===== src/rtl/esc_sched_pkg.sv =====
// Shared types and field constants for the ESC pulse scheduler.
// Trigger word layout: [7:6] channel select, [5:0] pulse length in clk cycles.
package esc_sched_pkg;

    typedef enum logic [1:0] {
        IDLE  = 2'd0,
        PULSE = 2'd1,
        GAP   = 2'd2
    } state_t;

    localparam logic [1:0] CH_ALL = 2'b00;
    localparam logic [1:0] CH_1   = 2'b01;
    localparam logic [1:0] CH_2   = 2'b10;
    localparam logic [1:0] CH_3   = 2'b11;

    localparam int CH_MSB  = 7;
    localparam int CH_LSB  = 6;
    localparam int LEN_MSB = 5;
    localparam int LEN_LSB = 0;

    typedef logic [7:0] trig_t;

    // One-hot {ESC3, ESC2, ESC1} enable for a channel code; CH_ALL lights every line.
    function automatic logic [2:0] chan_mask(input logic [1:0] ch);
        logic [2:0] m;
        m = 3'b000;
        case (ch)
            CH_ALL:  m = 3'b111;
            CH_1:    m = 3'b001;
            CH_2:    m = 3'b010;
            default: m = 3'b100;
        endcase
        return m;
    endfunction

endpackage


===== src/rtl/esc_pulse_sched_if.sv =====
// Receive strobe / trigger word in, ESC pulse lines and status out.
interface esc_pulse_sched_if
    import esc_sched_pkg::*;
();
    logic  priem;
    trig_t trig;
    logic  en;
    logic  ESC1;
    logic  ESC2;
    logic  ESC3;
    logic  busy;
    logic  fifo_full;
    logic  fifo_empty;
    logic  overflow;

    modport master (
        output priem, trig, en,
        input  ESC1, ESC2, ESC3, busy, fifo_full, fifo_empty, overflow
    );

    modport slave (
        input  priem, trig, en,
        output ESC1, ESC2, ESC3, busy, fifo_full, fifo_empty, overflow
    );
endinterface


===== src/rtl/esc_pulse_sched_trig_fifo.sv =====
// DEPTH x 8-bit synchronous FIFO for trigger words, async active-high reset.
// Pointers carry one extra wrap bit so full and empty are distinguishable.
module trig_fifo
    import esc_sched_pkg::*;
#(
    parameter int DEPTH = 4
) (
    input  logic  clk,
    input  logic  rst,
    input  logic  push,
    input  logic  pop,
    input  trig_t wdata,
    output trig_t rdata,
    output logic  full,
    output logic  empty
);
    localparam int AW = $clog2(DEPTH);

    trig_t       mem [DEPTH];
    logic [AW:0] wp;
    logic [AW:0] rp;
    logic        do_push;
    logic        do_pop;

    assign full    = (wp[AW] != rp[AW]) && (wp[AW-1:0] == rp[AW-1:0]);
    assign empty   = (wp == rp);
    assign do_push = push && !full;
    assign do_pop  = pop && !empty;
    assign rdata   = mem[rp[AW-1:0]];

    always_ff @(posedge clk or posedge rst) begin
        if (rst) begin
            wp <= '0;
            rp <= '0;
        end else begin
            if (do_push) wp <= wp + 1'b1;
            if (do_pop)  rp <= rp + 1'b1;
        end
    end

    // Storage carries no reset; the pointers alone define validity.
    always_ff @(posedge clk) begin
        if (do_push) mem[wp[AW-1:0]] <= wdata;
    end

endmodule


===== src/rtl/esc_pulse_sched.sv =====
// ESC1/2/3 pulse scheduler: FIFO-buffered trigger words issued one pulse at a time.
// Optional PRIEM_SYNC_EN: synchronise priem and write once per rising edge.
module esc_pulse_sched
    import esc_sched_pkg::*;
#(
    parameter int DEPTH   = 4,
    parameter int GAP_CYC = 2
) (
    input logic clk,
    input logic rst,
    esc_pulse_sched_if.slave bus
);
    localparam int GW = (GAP_CYC > 1) ? $clog2(GAP_CYC + 1) : 1;

    state_t      state;
    logic [5:0]  cnt;
    logic [GW-1:0] gcnt;
    logic [2:0]  esc;
    logic        busy_r;
    logic        ovf;

    logic        wr_en;
    trig_t       wr_data;
    trig_t       head;
    logic        full;
    logic        empty;
    logic        pop;
    logic [5:0]  head_len;
    logic [1:0]  head_ch;

`ifdef PRIEM_SYNC_EN
    logic s1, s2, s3;

    always_ff @(posedge clk or posedge rst) begin
        if (rst) begin
            s1 <= 1'b0;
            s2 <= 1'b0;
            s3 <= 1'b0;
        end else begin
            s1 <= bus.priem;
            s2 <= s1;
            s3 <= s2;
        end
    end

    // The sender holds trig stable long enough to be sampled on the detected edge.
    assign wr_en   = s2 && !s3;
    assign wr_data = bus.trig;
`else
    assign wr_en   = bus.priem;
    assign wr_data = bus.trig;
`endif

    trig_fifo #(.DEPTH(DEPTH)) u_fifo (
        .clk   (clk),
        .rst   (rst),
        .push  (wr_en),
        .pop   (pop),
        .wdata (wr_data),
        .rdata (head),
        .full  (full),
        .empty (empty)
    );

    assign head_len = head[LEN_MSB:LEN_LSB];
    assign head_ch  = head[CH_MSB:CH_LSB];
    // Zero-length words are popped and discarded without leaving IDLE.
    assign pop      = (state == IDLE) && bus.en && !empty;

    // Full is sampled before any pop this cycle, so a concurrent pop cannot rescue a write.
    always_ff @(posedge clk or posedge rst) begin
        if (rst) ovf <= 1'b0;
        else if (wr_en && full) ovf <= 1'b1;
    end

    always_ff @(posedge clk or posedge rst) begin
        if (rst) begin
            state  <= IDLE;
            cnt    <= '0;
            gcnt   <= '0;
            esc    <= 3'b000;
            busy_r <= 1'b0;
        end else begin
            case (state)
                IDLE: begin
                    if (pop && head_len != 6'd0) begin
                        cnt    <= head_len;
                        esc    <= chan_mask(head_ch);
                        busy_r <= 1'b1;
                        state  <= PULSE;
                    end
                end
                PULSE: begin
                    if (cnt == 6'd1) begin
                        cnt <= '0;
                        esc <= 3'b000;
                        if (GAP_CYC == 0) begin
                            busy_r <= 1'b0;
                            state  <= IDLE;
                        end else begin
                            gcnt  <= GW'(GAP_CYC);
                            state <= GAP;
                        end
                    end else begin
                        cnt <= cnt - 6'd1;
                    end
                end
                GAP: begin
                    if (gcnt == GW'(1)) begin
                        gcnt   <= '0;
                        busy_r <= 1'b0;
                        state  <= IDLE;
                    end else begin
                        gcnt <= gcnt - GW'(1);
                    end
                end
                default: begin
                    esc    <= 3'b000;
                    busy_r <= 1'b0;
                    state  <= IDLE;
                end
            endcase
        end
    end

    assign bus.ESC1       = esc[0];
    assign bus.ESC2       = esc[1];
    assign bus.ESC3       = esc[2];
    assign bus.busy       = busy_r;
    assign bus.fifo_full  = full;
    assign bus.fifo_empty = empty;
    assign bus.overflow   = ovf;

endmodule


===== src/flat_wrapper.sv =====
// flat-port wrapper written by rule: the top's interface ports become plain ports
module esc_pulse_sched_flat import esc_sched_pkg::*;
#(
    parameter int DEPTH   = 4,
    parameter int GAP_CYC = 2
)
  (clk, rst, bus_priem, bus_trig, bus_en, bus_ESC1, bus_ESC2, bus_ESC3, bus_busy, bus_fifo_full, bus_fifo_empty, bus_overflow);
  esc_pulse_sched_if bus_i ();
  input logic clk;
  input logic rst;
  input wire logic [$bits(bus_i.priem)-1:0] bus_priem;
  input wire logic [$bits(bus_i.trig)-1:0] bus_trig;
  input wire logic [$bits(bus_i.en)-1:0] bus_en;
  output wire logic [$bits(bus_i.ESC1)-1:0] bus_ESC1;
  output wire logic [$bits(bus_i.ESC2)-1:0] bus_ESC2;
  output wire logic [$bits(bus_i.ESC3)-1:0] bus_ESC3;
  output wire logic [$bits(bus_i.busy)-1:0] bus_busy;
  output wire logic [$bits(bus_i.fifo_full)-1:0] bus_fifo_full;
  output wire logic [$bits(bus_i.fifo_empty)-1:0] bus_fifo_empty;
  output wire logic [$bits(bus_i.overflow)-1:0] bus_overflow;
  assign bus_i.priem = bus_priem;
  assign bus_i.trig = bus_trig;
  assign bus_i.en = bus_en;
  assign bus_ESC1 = bus_i.ESC1;
  assign bus_ESC2 = bus_i.ESC2;
  assign bus_ESC3 = bus_i.ESC3;
  assign bus_busy = bus_i.busy;
  assign bus_fifo_full = bus_i.fifo_full;
  assign bus_fifo_empty = bus_i.fifo_empty;
  assign bus_overflow = bus_i.overflow;
  esc_pulse_sched #(.DEPTH(DEPTH), .GAP_CYC(GAP_CYC)) u_core (.clk(clk), .rst(rst), .bus(bus_i));
endmodule

===== config.mk =====
export PLATFORM = sky130hd
export DESIGN_NAME = esc_pulse_sched_flat
export DESIGN_NICKNAME = d
export VERILOG_FILES = /design/src/rtl/esc_sched_pkg.sv /design/src/rtl/esc_pulse_sched_if.sv /design/src/rtl/esc_pulse_sched_trig_fifo.sv /design/src/rtl/esc_pulse_sched.sv /design/src/flat_wrapper.sv
export SDC_FILE = /design/constraint.sdc
export NUM_CORES = 1
export LEC_CHECK = 0
export BUFFER_PORTS_ARGS = -buffer_cell sky130_fd_sc_hd__buf_2
export CAP_MARGIN = 20
export CORE_MARGIN = 2
export CORE_UTILIZATION = 30
export CTS_BUF_LIST = sky130_fd_sc_hd__clkbuf_8
export DETAILED_ROUTE_END_ITERATION = 10
export GPL_TIMING_DRIVEN = 1
export PLACE_DENSITY = 0.48
export SYNTH_ARGS = -nofsm -noshare
export SYNTH_HDL_FRONTEND = slang
export SYNTH_SLANG_ARGS = --single-unit

===== constraint.sdc =====
create_clock -name clk -period 2.54 [get_ports clk]
set_input_delay 0.508 -clock clk [delete_from_list [all_inputs] [get_ports clk]]
set_output_delay 0.508 -clock clk [all_outputs]
set_load 0.02 [all_outputs]

# ---- Word level (Yosys, flattened, before mapping)
# Memories as Yosys holds them, arrays and structs flattened.
# Index checks and enable logic that the tools add are counted.
dict set report totals {
  out_inout_bits 7
  in_bits 12
  wordCells 64
  memories 1
  register_bits 21
  rom_bits 0
  latch_bits 0
  ram_bits 32
}
# memory depth width read_ports rd_ports_with_merged_regs write_ports line
set memory_table {}
lappend memory_table {u_core.u_fifo.mem 4 8 1 0 1 esc_pulse_sched_trig_fifo.sv:19} ;# trig_t mem [DEPTH];
dict set report op_classes {
  n_mul 0
  n_div 0
  n_eq_ne 12
  reduce_logical 19
  n_addsub 4
  mux 18
  bitwise 2
  shift 0
  magnitude_cmp 0
}
# cell n
set op_table {}
lappend op_table {{$pmux W3 S3} 2}
lappend op_table {{$mux W6} 2}
lappend op_table {{$pmux W6 S2} 1}
lappend op_table {{$reduce_and A3 Y1} 3}
lappend op_table {{$mux W2} 4}
lappend op_table {{$logic_and A1 B1 Y1} 7}
lappend op_table {{$add A3 B1 Y3 const B} 2}
lappend op_table {{$eq A2 B1 Y1 const B} 3}
lappend op_table {{$eq A6 B1 Y1 const B} 1}
lappend op_table {{$mux W3} 2}
lappend op_table {{$pmux W2 S3} 1}
lappend op_table {{$reduce_bool A6 Y1} 1}
lappend op_table {{$sub A6 B1 Y6 const B} 1}
lappend op_table {{$eq A2 B2 Y1 const B} 2}
lappend op_table {{$logic_not A2 Y1} 2}
lappend op_table {{$mux W1} 4}
lappend op_table {{$ne A2 B1 Y1 const B} 2}
lappend op_table {{$pmux W2 S2} 1}
lappend op_table {{$reduce_and A2 Y1} 2}
lappend op_table {{$reduce_bool A2 Y1} 2}
lappend op_table {{$eq A3 B3 Y1} 1}
lappend op_table {{$pmux W1 S3} 1}
lappend op_table {{$eq A2 B2 Y1} 1}
lappend op_table {{$logic_not A1 Y1} 2}
lappend op_table {{other kinds (4)} 5}

# ---- Logic depth before layout (Yosys ltp)
# Gate-level depths: netlist (run 1).
dict set report logic_depth {
  depth_word 6
  ltp_mapped 7
  mapped_depth_nobuf 6
}

# ---- By module
# Synthesis (run 1) repeated with hierarchy kept, for this count alone.
dict set report hier_totals {
  cells_unflattened 178
  area_unflattened_um2 2547.4
}
# mod n_inst seq_area_each_um2 cells_each area_per_inst_um2
set by_module_without_submodules {}
lappend by_module_without_submodules {trig_fifo 1 1111.1 91 1679.1}
lappend by_module_without_submodules {esc_pulse_sched 1 375.4 87 868.3}

# ---- Worst setup path after synthesis (run 1)
# OpenSTA, ideal clock, no wires.
dict set report synth_timing {
  path_type {register -> register}
  startpoint {register u_core.u_fifo.rp[0]}
  endpoint {register u_core.cnt[5]}
  arrival_ns 2.256
  path_stages_with_launch 7
  path_slack_ns 0.218
  path_cell_list {dfrtp_1 -> buf_6 -> mux4_2 -> or4_4 -> o31ai_4 -> o311a_1 -> a221o_1}
}
dict set report synth_between {
  elab_chain_cells 6
  elab_cells_between_ends 10
}
# element line
set synth_rtl {}
lappend synth_rtl {{from (decl)} esc_pulse_sched_trig_fifo.sv:21} ;# logic [AW:0] rp;
lappend synth_rtl {{from (signal assigned)} esc_pulse_sched_trig_fifo.sv:37} ;# if (do_pop) rp <= rp + 1'b1;
lappend synth_rtl {{branches (longest 6 deep; another with $mem_v2 Z4 W8)} n/a}
lappend synth_rtl {{to (signal assigned)} esc_pulse_sched.sv:87} ;# cnt <= head_len;
lappend synth_rtl {{to (signal assigned)} esc_pulse_sched.sv:105} ;# cnt <= cnt - 6'd1;
lappend synth_rtl {{to (decl)} esc_pulse_sched.sv:16} ;# logic [5:0] cnt;
# Parallel ways; which one is timed is not known. The select of a mux whose other input is x is not followed.
# A chain may end at the register's enable or synchronous reset.

# ---- Worst setup path in the final report (run 1)
dict set report layout_timing {
  startpoint {register u_core.u_fifo.rp[0]}
  endpoint {register u_core.esc[0]}
}
dict set report layout_between {
  elab_chain_cells 6
  elab_cells_between_ends 14
}
# element line
set layout_rtl {}
lappend layout_rtl {{branches (longest 6 deep; another with $mem_v2 Z4 W8)} n/a}
lappend layout_rtl {{to (signal assigned)} esc_pulse_sched.sv:88} ;# esc <= chan_mask(head_ch);
lappend layout_rtl {{to (decl)} esc_pulse_sched.sv:18} ;# logic [2:0] esc;
# Parallel ways; which one is timed is not known. The select of a mux whose other input is x is not followed.

==> flow_metrics.env, run 1 <==
export IMPL_status="complete, no violations"
export IMPL_crit_path_max_fanout=7
export IMPL_clk_latency_ps=300
export IMPL_power_switching_mw=1.18
export IMPL_ys_seq_elements=53
export IMPL_async_flop_share_pct=39.6
export IMPL_antenna_found_initial=0
export IMPL_drt_first_pass_iters=4
export IMPL_antenna_cells=0
export IMPL_drive_gt1_share_pct=22.2
export IMPL_nets=211
export IMPL_slowest_stage="or4_4"
export IMPL_leakage_nw=1.09
export IMPL_power_internal_mw=1.95
export IMPL_reg2reg_from="u_core.u_fifo.rp[0]$_DFFE_PP0P_"
export IMPL_maxSlewHeadroom_pct=42.2
export IMPL_arrival_ps=2590
export IMPL_synth_edf_count=32
export IMPL_overflow=0
export IMPL_reg2reg_depth=5
export IMPL_fmax_mhz=425
export IMPL_drv_cap=0
export IMPL_dp_hpwl_mm=3.20
export IMPL_finalHoldViolCount=0
export IMPL_cts_buffers=5
export IMPL_cp_num_buf_inv=0
export IMPL_fp_dieArea_mm2=0.00866
export IMPL_rsz0062_at_grt="false"
export IMPL_power_density_mw_per_mm2=1150
export IMPL_slowest_delay_ps=580
export IMPL_core_area_mm2=0.00769
export IMPL_p_comb_share_pct=40.3
export IMPL_routedWlPerCell_um=14.8
export IMPL_final_setup_skew_ps=8.81
export IMPL_layout_area_overhead_vs_synth_pct=14.4
export IMPL_synth_nets=184
export IMPL_syn_area_per_cell_um2=14.8
export IMPL_worstMarginPinSlew_ps=866
export IMPL_slew_viol_final=0
export IMPL_critPathKind="flip-flop to flip-flop"
export IMPL_r2r_end="u_core.esc[0]$_DFFE_PP0P_"
export IMPL_ant_nets=0
export IMPL_syn_inst=161
export IMPL_yosysSeqAreaShare_pct=62.5
export IMPL_clock_sinks=53
export IMPL_seqPwrFrac_pct=43.7
export IMPL_path_delay_family="compound AO/OA/AOI/OAI gates"
export IMPL_period_needed_ps=2350
export IMPL_die_h_um=93.0
export IMPL_synth_distinct_cells=44
export IMPL_fillCellCount=743
export IMPL_viasPerCell=4.67
export IMPL_io_pins=19
export IMPL_drcViolationCount=0
export IMPL_h_tree_depth=2
export IMPL_r2r_setup_slack_ps=190
export IMPL_rows=32
export IMPL_gp_congestion=0.811
export IMPL_finalSetupTns_ps=0
export IMPL_synth_flop_cell="edfxtp_1"
export IMPL_grt_max_degree=22
export IMPL_switching_share_pct=37.7
export IMPL_grt_usage_pct=10.9
export IMPL_routed_wl_mm=4.31
export IMPL_vias=1359
export IMPL_end_kind="flip-flop"
export IMPL_ys_warn_count=0
export IMPL_clk_root_buffer_cell="clkbuf_8"
export IMPL_grt_pass1_vias=1493
export IMPL_hp_class="input pin to asynchronous set/reset pin"
export IMPL_p_clk_share_pct=16.1
export IMPL_place_port_buffers=18
export IMPL_tritoncts="done"
export IMPL_cp_start_kind="flip-flop"
export IMPL_first_iter_violations=33
export IMPL_setup_viol=0
export IMPL_crit_required_ps=2780
export IMPL_finalCritPeriodShare_pct=92.5
export IMPL_clk_pin_slew_ps=100
export IMPL_ir_drop_mv=0.326
export IMPL_die_w_um=93.0
export IMPL_fin_total_pwr_mw=3.14
export IMPL_start_util_pct=30.9
export IMPL_hold_buffers=0
export IMPL_syn_area_mm2=0.00238
export IMPL_worstPathCellList="mux4_2 -> or4_4 -> o31a_1 -> o21ai_2 -> a22o_1"
export IMPL_clk_path_buf_depth=2
export IMPL_grt_pass1_wl_mm=7.30
[flip-flops by register name, summed over array words and instances (netlist names)]
register	count
u_core.bus.busy	1
u_core.state	2
u_core.u_fifo.mem	32
u_core.cnt	6
u_core.bus.overflow	1
u_core.gcnt	2
u_core.u_fifo.wp	3
u_core.u_fifo.rp	3
u_core.esc	3
[per-stage QoR]
stage / utilization, % / area, um^2 / hold WS, ps / instances / setup slack (ps)
floorplan: - / 2380 / 459 / 161 / 218
global placement: 34.1 / 2620 / 433 / 283 / 143
detailed placement: 34.1 / 2620 / 458 / 283 / 94.0
CTS: 35.4 / 2720 / 389 / 291 / 82.0
global route: 35.4 / 2720 / 404 / 291 / 57.7
finish: 35.4 / 2720 / 369 / 291 / 189
[power groups by stage]
stage                     registers [mW]  logic [mW]  clock network (mW)
after floorplan                     1.34       0.946                   0
after global routing                1.40        1.42               0.554
after detailed placement            1.40        1.28                   0
after CTS                           1.38        1.28               0.523
final                               1.37        1.26               0.504
after global placement              1.38        1.24                   0
[cell usage in the layout (no fill, tap or decap), types with 2 or more instances in the layout]
cell type,count
buf_4,7
o31ai_1,2
mux4_1,5
a22o_1,2
inv_1,10
and2_1,4
and3_1,2
mux4_2,3
dfrtp_1,20
a21oi_1,4
edfxtp_1,32
buf_2,18
xnor2_1,5
o21ai_0,3
a21o_1,2
xor2_1,2
nand2_1,11
nand3_1,4
o211ai_1,2
nor2_1,8
nand2b_1,2
ha_1,11
clkbuf_8,5
[synthesized netlist by cell type (all sizes together) (4+ instances only)]
master / count / area [um^2]
edfxtp: 32 / 961
inv: 10 / 37.5
a21oi: 4 / 20.0
nor2: 8 / 30.0
dfrtp: 21 / 526
nand3: 4 / 20.0
xnor2: 5 / 43.8
o21ai: 4 / 23.8
mux4: 8 / 199
and2: 4 / 25.0
nand2: 11 / 41.3
ha: 11 / 138
[logic make-up (layout without fill, tap and decap cells)]
group / after synthesis / in the layout / synth area share (%)
adders and majority gates: 11 / 11 / 5.79
AOI/OAI and AO/OA: 30 / 30 / 10.0
and+or+nand+nor: 36 / 36 / 7.52
xor gates and xnor gates: 7 / 7 / 2.58
buffers and inverters: 15 / 43 / 2.74
DFF: 53 / 53 / 62.5
muxes: 9 / 9 / 8.84
[final cells by class]
| class | instances | area [um^2] | share of cell area (%) |
|---|---|---|---|
| Clock inverter | 3 | 28.8 | 1.06 |
| Timing Repair Buffer | 25 | 143 | 5.24 |
| Tap cell | 102 | 128 | 4.69 |
| Clock buffer | 5 | 68.8 | 2.53 |
| Inverter | 10 | 37.5 | 1.38 |
| Sequential cell | 53 | 1490 | 54.7 |
| Multi-Input combinational cell | 93 | 827 | 30.4 |
[how the worst max path moves through the flow]
stage,startpoint,endpoint,slack [ps],cells past startpoint
2_1_floorplan,u_core.u_fifo.rp[0]$_DFFE_PP0P_,u_core.cnt[5]$_DFFE_PP0P_,220,6
3_3_place_gp,u_core.u_fifo.rp[0]$_DFFE_PP0P_,u_core.cnt[5]$_DFFE_PP0P_,140,5
3_5_place_dp,u_core.u_fifo.rp[0]$_DFFE_PP0P_,u_core.cnt[2]$_DFFE_PP0P_,90,5
4_1_cts,u_core.u_fifo.rp[0]$_DFFE_PP0P_,u_core.esc[0]$_DFFE_PP0P_,80,5
5_1_grt,u_core.u_fifo.rp[0]$_DFFE_PP0P_,u_core.esc[0]$_DFFE_PP0P_,60,5
6_report,u_core.u_fifo.rp[0]$_DFFE_PP0P_,u_core.esc[0]$_DFFE_PP0P_,190,5
[repair_timing]
| item | in CTS | in global routing |
|---|---|---|
| setup buffers | 0 | 0 |
| gates resized for setup | 0 | 1 |
| setup endpoints to repair | 0 | 2 |
[layer usage]
| layer | up-vias | global-route usage (%) | part of all wire [%] |
|---|---|---|---|
| met5 | - | 0 | 0 |
| met4 | 0 | 3.92 | 0.77 |
| met3 | 4 | 2.18 | 2.6 |
| met2 | 16 | 19.3 | 52 |
| met1 | 679 | 13.1 | 44 |
| li1 | 660 | - | - |
Note: power is estimated with default switching activity, not from simulation.
==> run 2: changes to the inputs <==
- SETUP_SLACK_MARGIN: not set -> 0.2
==> flow_metrics.env, run 2 (synthesis gave the netlist of run 1 again) <==
export IMPL_grt_pass1_vias=1494
export IMPL_fmax_mhz=430
export IMPL_cts_buffers=5
export IMPL_nets=212
export IMPL_critPathKind="flip-flop to flip-flop"
export IMPL_fp_dieArea_mm2=0.00866
export IMPL_maxSlewHeadroom_pct=41.4
export IMPL_largest_register_ff_count=32
export IMPL_fillCellCount=743
export IMPL_cp_start_kind="flip-flop"
export IMPL_hold_buffers=0
export IMPL_ant_nets=0
export IMPL_final_cells=292
export IMPL_start_util_pct=30.9
export IMPL_layout_area_overhead_vs_synth_pct=14.9
export IMPL_final_setup_skew_ps=8.86
export IMPL_h_tree_depth=2
export IMPL_overflow=0
export IMPL_worstPathCellList="mux4_2 -> or4_4 -> o31ai_4 -> o311a_1 -> a221o_1"
export IMPL_clk_pin_slew_ps=100
export IMPL_die_w_um=93.0
export IMPL_drv_cap=0
export IMPL_period_needed_ps=2330
export IMPL_finalSetupTns_ps=0
export IMPL_drcViolationCount=0
export IMPL_routed_wl_mm=4.31
export IMPL_slowest_stage="or4_4"
export IMPL_antenna_cells=0
export IMPL_vias=1382
export IMPL_tritoncts="done"
export IMPL_die_h_um=93.0
export IMPL_drt_first_pass_iters=4
export IMPL_dp_cells=283
export IMPL_end_kind="flip-flop"
export IMPL_gp_congestion=0.811
export IMPL_status="complete, no violations"
export IMPL_routedWlPerCell_um=14.8
export IMPL_slowest_delay_ps=580
export IMPL_grt_pass1_wl_mm=7.30
export IMPL_ir_drop_mv=0.323
export IMPL_arrival_ps=2580
export IMPL_place_port_buffers=18
export IMPL_slew_viol_final=0
export IMPL_worstMarginPinSlew_ps=878
export IMPL_leakage_nw=1.10
export IMPL_grt_usage_pct=10.9
export IMPL_path_delay_family="compound AO/OA/AOI/OAI gates"
export IMPL_rsz0062_at_grt="true"
export IMPL_clk_path_buf_depth=2
export IMPL_clock_sinks=53
export IMPL_dp_hpwl_mm=3.20
export IMPL_final_common_cell="edfxtp_1"
export IMPL_io_pins=19
export IMPL_drive_gt1_share_pct=23.2
export IMPL_antenna_found_initial=0
export IMPL_finalCritPeriodShare_pct=91.6
export IMPL_power_density_mw_per_mm2=1160
export IMPL_clk_latency_ps=310
export IMPL_viasPerCell=4.73
export IMPL_finalHoldViolCount=0
export IMPL_clk_root_buffer_cell="clkbuf_8"
export IMPL_setup_viol=0
export IMPL_rows=32
export IMPL_layout_common_cells="edfxtp_1, dfrtp_1, buf_2, ha_1"
export IMPL_cp_num_buf_inv=0
export IMPL_first_iter_violations=29
export IMPL_hp_class="input pin to asynchronous set/reset pin"
export IMPL_crit_path_max_fanout=7
export IMPL_grt_max_degree=22
export IMPL_core_area_mm2=0.00769
export IMPL_crit_required_ps=2790
## run 2: cell count changes in the layout (fill, tap and decap cells not counted)
cell      previous run  this run
nand2_2              0         1
o311ai_1             0         1
nand2_1             11        10
buf_6                0         1
o311ai_0             1         0
## run 2: report_power, final
group          internal [mW]  switching [mW]  total, mW
logic                  0.575           0.713       1.29
registers               1.19           0.179       1.37
clock network          0.207           0.299      0.506
## run 2: what timing repair did
item | in CTS | in global routing
setup buffers | 0 | 1
resized for setup | 1 | 3
cloned | 0 | 0
pin swaps | 2 | 5
endpoints found under the setup margin | 10 | 6
## run 2: worst paths after layout
check                                                 from                                 to  slack (ps)  cells past startpoint
max                        u_core.u_fifo.rp[0]$_DFFE_PP0P_          u_core.cnt[5]$_DFFE_PP0P_         210                      5
min                                                    rst    u_core.u_fifo.wp[0]$_DFFE_PP0N_         370                      2
max reg2reg                u_core.u_fifo.rp[0]$_DFFE_PP0P_          u_core.cnt[5]$_DFFE_PP0P_         210                      5
min reg2reg                u_core.bus.overflow$_DFFE_PP0P_    u_core.bus.overflow$_DFFE_PP0P_         480                      1
max in group asynchronous                              rst    u_core.u_fifo.rp[0]$_DFFE_PP0P_        1570                      2
min in group clk                               bus_trig[5]  u_core.u_fifo.mem[2][5]$_DFFE_PP_         410                      1
## run 2: metal layers
| metal | track usage [%] | up-vias | wire [um] |
|---|---|---|---|
| met5 | 0 | - | 0 |
| met4 | 3.92 | 0 | 53 |
| met1 | 13.1 | 689 | 1910 |
| met3 | 2.18 | 8 | 121 |
| met2 | 19.3 | 22 | 2230 |
| li1 | - | 663 | - |
## run 2: through the flow
step                      area [um^2]  worst slack [ps]  utilization, %  power, mW  hold slack (ps)
final                            2730               214            35.6       3.16              373
after global routing             2730               129            35.6       3.41              404
after CTS                        2720               237            35.4       3.18              389
after detailed placement         2620              94.0            34.1       2.67              458
after global placement           2620               143            34.1       2.62              433
after floorplan                  2380               218               -       2.29              459
## run 2: final cells by class
type | instances | area (um^2) | area share [%]
Multi-Input combinational cell | 93 | 830 | 30.3
Sequential cell | 53 | 1490 | 54.4
Tap cell | 102 | 128 | 4.67
Timing Repair Buffer | 26 | 154 | 5.63
Clock buffer | 5 | 68.8 | 2.52
Inverter | 10 | 37.5 | 1.37
Clock inverter | 3 | 28.8 | 1.05
## run 2: worst register-to-register path, delay by kind of cell, from the launching register on
family	cells	cell delay, ps
compound gates	3	690
simple gates	1	580
mux	1	540
flops	1	470
==> run 3: changes to the inputs <==
- clock period: 2.54 -> 2.4 ns (I/O delays scaled with it)
==> flow_metrics.env, run 3 (synthesis gave the netlist of run 1 again) <==
export IMPL_final_setup_skew_ps=13.6
export IMPL_leakage_nw=1.15
export IMPL_p_clk_share_pct=15.3
export IMPL_antenna_cells=0
export IMPL_gp_congestion=0.788
export IMPL_die_h_um=93.0
export IMPL_finalHoldViolCount=0
export IMPL_viasPerCell=4.81
export IMPL_antenna_found_initial=0
export IMPL_hold_slack_ps=184
export IMPL_clk_pin_slew_ps=100
export IMPL_h_tree_depth=2
export IMPL_overflow=0
export IMPL_clk_root_buffer_cell="clkbuf_8"
export IMPL_layout_area_overhead_vs_synth_pct=19.4
export IMPL_die_w_um=93.0
export IMPL_largest_register_ff_count=32
export IMPL_crit_path_max_fanout=5
export IMPL_grt_pass1_wl_mm=7.09
export IMPL_period_needed_ps=2270
export IMPL_fp_dieArea_mm2=0.00866
export IMPL_nets=218
export IMPL_maxSlewHeadroom_pct=69.2
export IMPL_seqPwrFrac_pct=41.1
export IMPL_finalCritPeriodShare_pct=94.4
export IMPL_grt_pass1_vias=1509
export IMPL_power_density_mw_per_mm2=1240
export IMPL_p_comb_share_pct=43.6
export IMPL_regArea_mm2=0.00149
export IMPL_drt_first_pass_iters=4
export IMPL_slew_viol_final=0
export IMPL_clk_path_buf_depth=2
export IMPL_setup_viol=0
export IMPL_power_switching_mw=1.32
export IMPL_hold_buffers=0
export IMPL_fillCellCount=755
export IMPL_grt_max_degree=22
export IMPL_tritoncts="done"
export IMPL_first_iter_violations=50
export IMPL_crit_required_ps=2660
export IMPL_place_port_buffers=18
export IMPL_rsz0062_at_grt="true"
export IMPL_layout_common_cells="edfxtp_1, dfrtp_1, buf_2, ha_1, buf_4"
export IMPL_io_pins=19
export IMPL_drcViolationCount=0
export IMPL_routedWlPerCell_um=14.5
export IMPL_drv_cap=0
export IMPL_start_util_pct=30.9
export IMPL_cp_start_kind="flip-flop"
export IMPL_final_common_cell="edfxtp_1"
export IMPL_clock_sinks=53
export IMPL_arrival_ps=2520
export IMPL_hp_class="input pin to asynchronous set/reset pin"
export IMPL_finalSetupTns_ps=0
export IMPL_fmax_mhz=441
export IMPL_status="complete, no violations"
export IMPL_dp_hpwl_mm=3.15
export IMPL_drive_gt1_share_pct=29.6
export IMPL_clk_latency_ps=310
export IMPL_vias=1433
export IMPL_cts_buffers=5
export IMPL_final_cells=298
export IMPL_switching_share_pct=37.6
export IMPL_power_internal_mw=2.20
export IMPL_setup_ws_ps=133
export IMPL_routed_wl_mm=4.33
export IMPL_preCtsSetupSlack_ps=-18.3
export IMPL_grt_usage_pct=10.4
export IMPL_critPathKind="flip-flop to flip-flop"
export IMPL_rows=32
export IMPL_multi_input_area_um2=877
export IMPL_worstMarginPinSlew_ps=462
export IMPL_dp_cells=286
export IMPL_ir_drop_mv=0.433
export IMPL_ant_nets=0
export IMPL_end_kind="flip-flop"
export IMPL_core_area_mm2=0.00769
-- run 3: cell count changes in the layout (fill, tap and decap cells not counted), moves of 2 or more --
cell,previous run,this run
buf_4,7,11
buf_6,1,4
nand3_1,4,2
nand3_2,0,2
-- run 3: path summary, 6_finish.rpt --
path	startpoint	end	slack, ps	cells after the start
min in group clk	bus_trig[3]	u_core.u_fifo.mem[3][3]$_DFFE_PP_	370	1
setup reg to reg	u_core.u_fifo.rp[0]$_DFFE_PP0P_	u_core.esc[0]$_DFFE_PP0P_	130	5
hold / removal	rst	u_core.u_fifo.wp[2]$_DFFE_PP0N_	180	3
hold reg to reg	u_core.bus.overflow$_DFFE_PP0P_	u_core.bus.overflow$_DFFE_PP0P_	460	1
max in group asynchronous	rst	u_core.u_fifo.rp[0]$_DFFE_PP0P_	1980	3
setup / recovery	u_core.u_fifo.rp[0]$_DFFE_PP0P_	u_core.esc[0]$_DFFE_PP0P_	130	5
-- run 3: power by group through the flow --
| stage | clock network [mW] | registers, mW | logic, mW |
|---|---|---|---|
| 6_report | 0.539 | 1.45 | 1.53 |
| 5_1_grt | 0.587 | 1.48 | 1.70 |
| 4_1_cts | 0.559 | 1.44 | 1.46 |
| 3_5_place_dp | 0 | 1.46 | 1.37 |
| 3_3_place_gp | 0 | 1.45 | 1.34 |
| 2_1_floorplan | 0 | 1.42 | 1.00 |
-- run 3: area by class of cell --
type,instances,area share [%]
multi-input combinational,93,30.9
timing repair buffer,32,7.49
clock inverter,3,1.01
inverter,10,1.32
sequential,53,52.4
clock buffer,5,2.42
tap,102,4.49
-- run 3: what timing repair did --
item / in CTS / in global routing
endpoints found under the hold margin: 0 / 0
gates resized for setup: 5 / 11
pin swaps: 3 / 6
gates cloned: 0 / 0
setup buffers: 4 / 0
setup endpoints to repair: 11 / 16
-- run 3: worst max-delay path: stages (launching register included) --
cell     delay, ps
dfrtp_2        450
mux4_2         530
or4_4          580
o31a_1         320
o21ai_2        190
a22o_1         160
-- run 3: per-layer routing --
layer  share of wire, %  track usage (%)  wire (um)
met5                  0                0          0
met4                1.1             3.19         46
met3                3.2             2.58        138
met2                 53             19.4       2290
met1                 43             11.7       1860
-- run 3: per-stage QoR --
stage / area (um^2) / utilization (%) / total power [mW]
global placement: 2640 / 34.4 / 2.79
global route: 2840 / 36.9 / 3.77
floorplan: 2380 / - / 2.43
detailed placement: 2640 / 34.4 / 2.83
finish: 2840 / 36.9 / 3.52
CTS: 2790 / 36.3 / 3.46
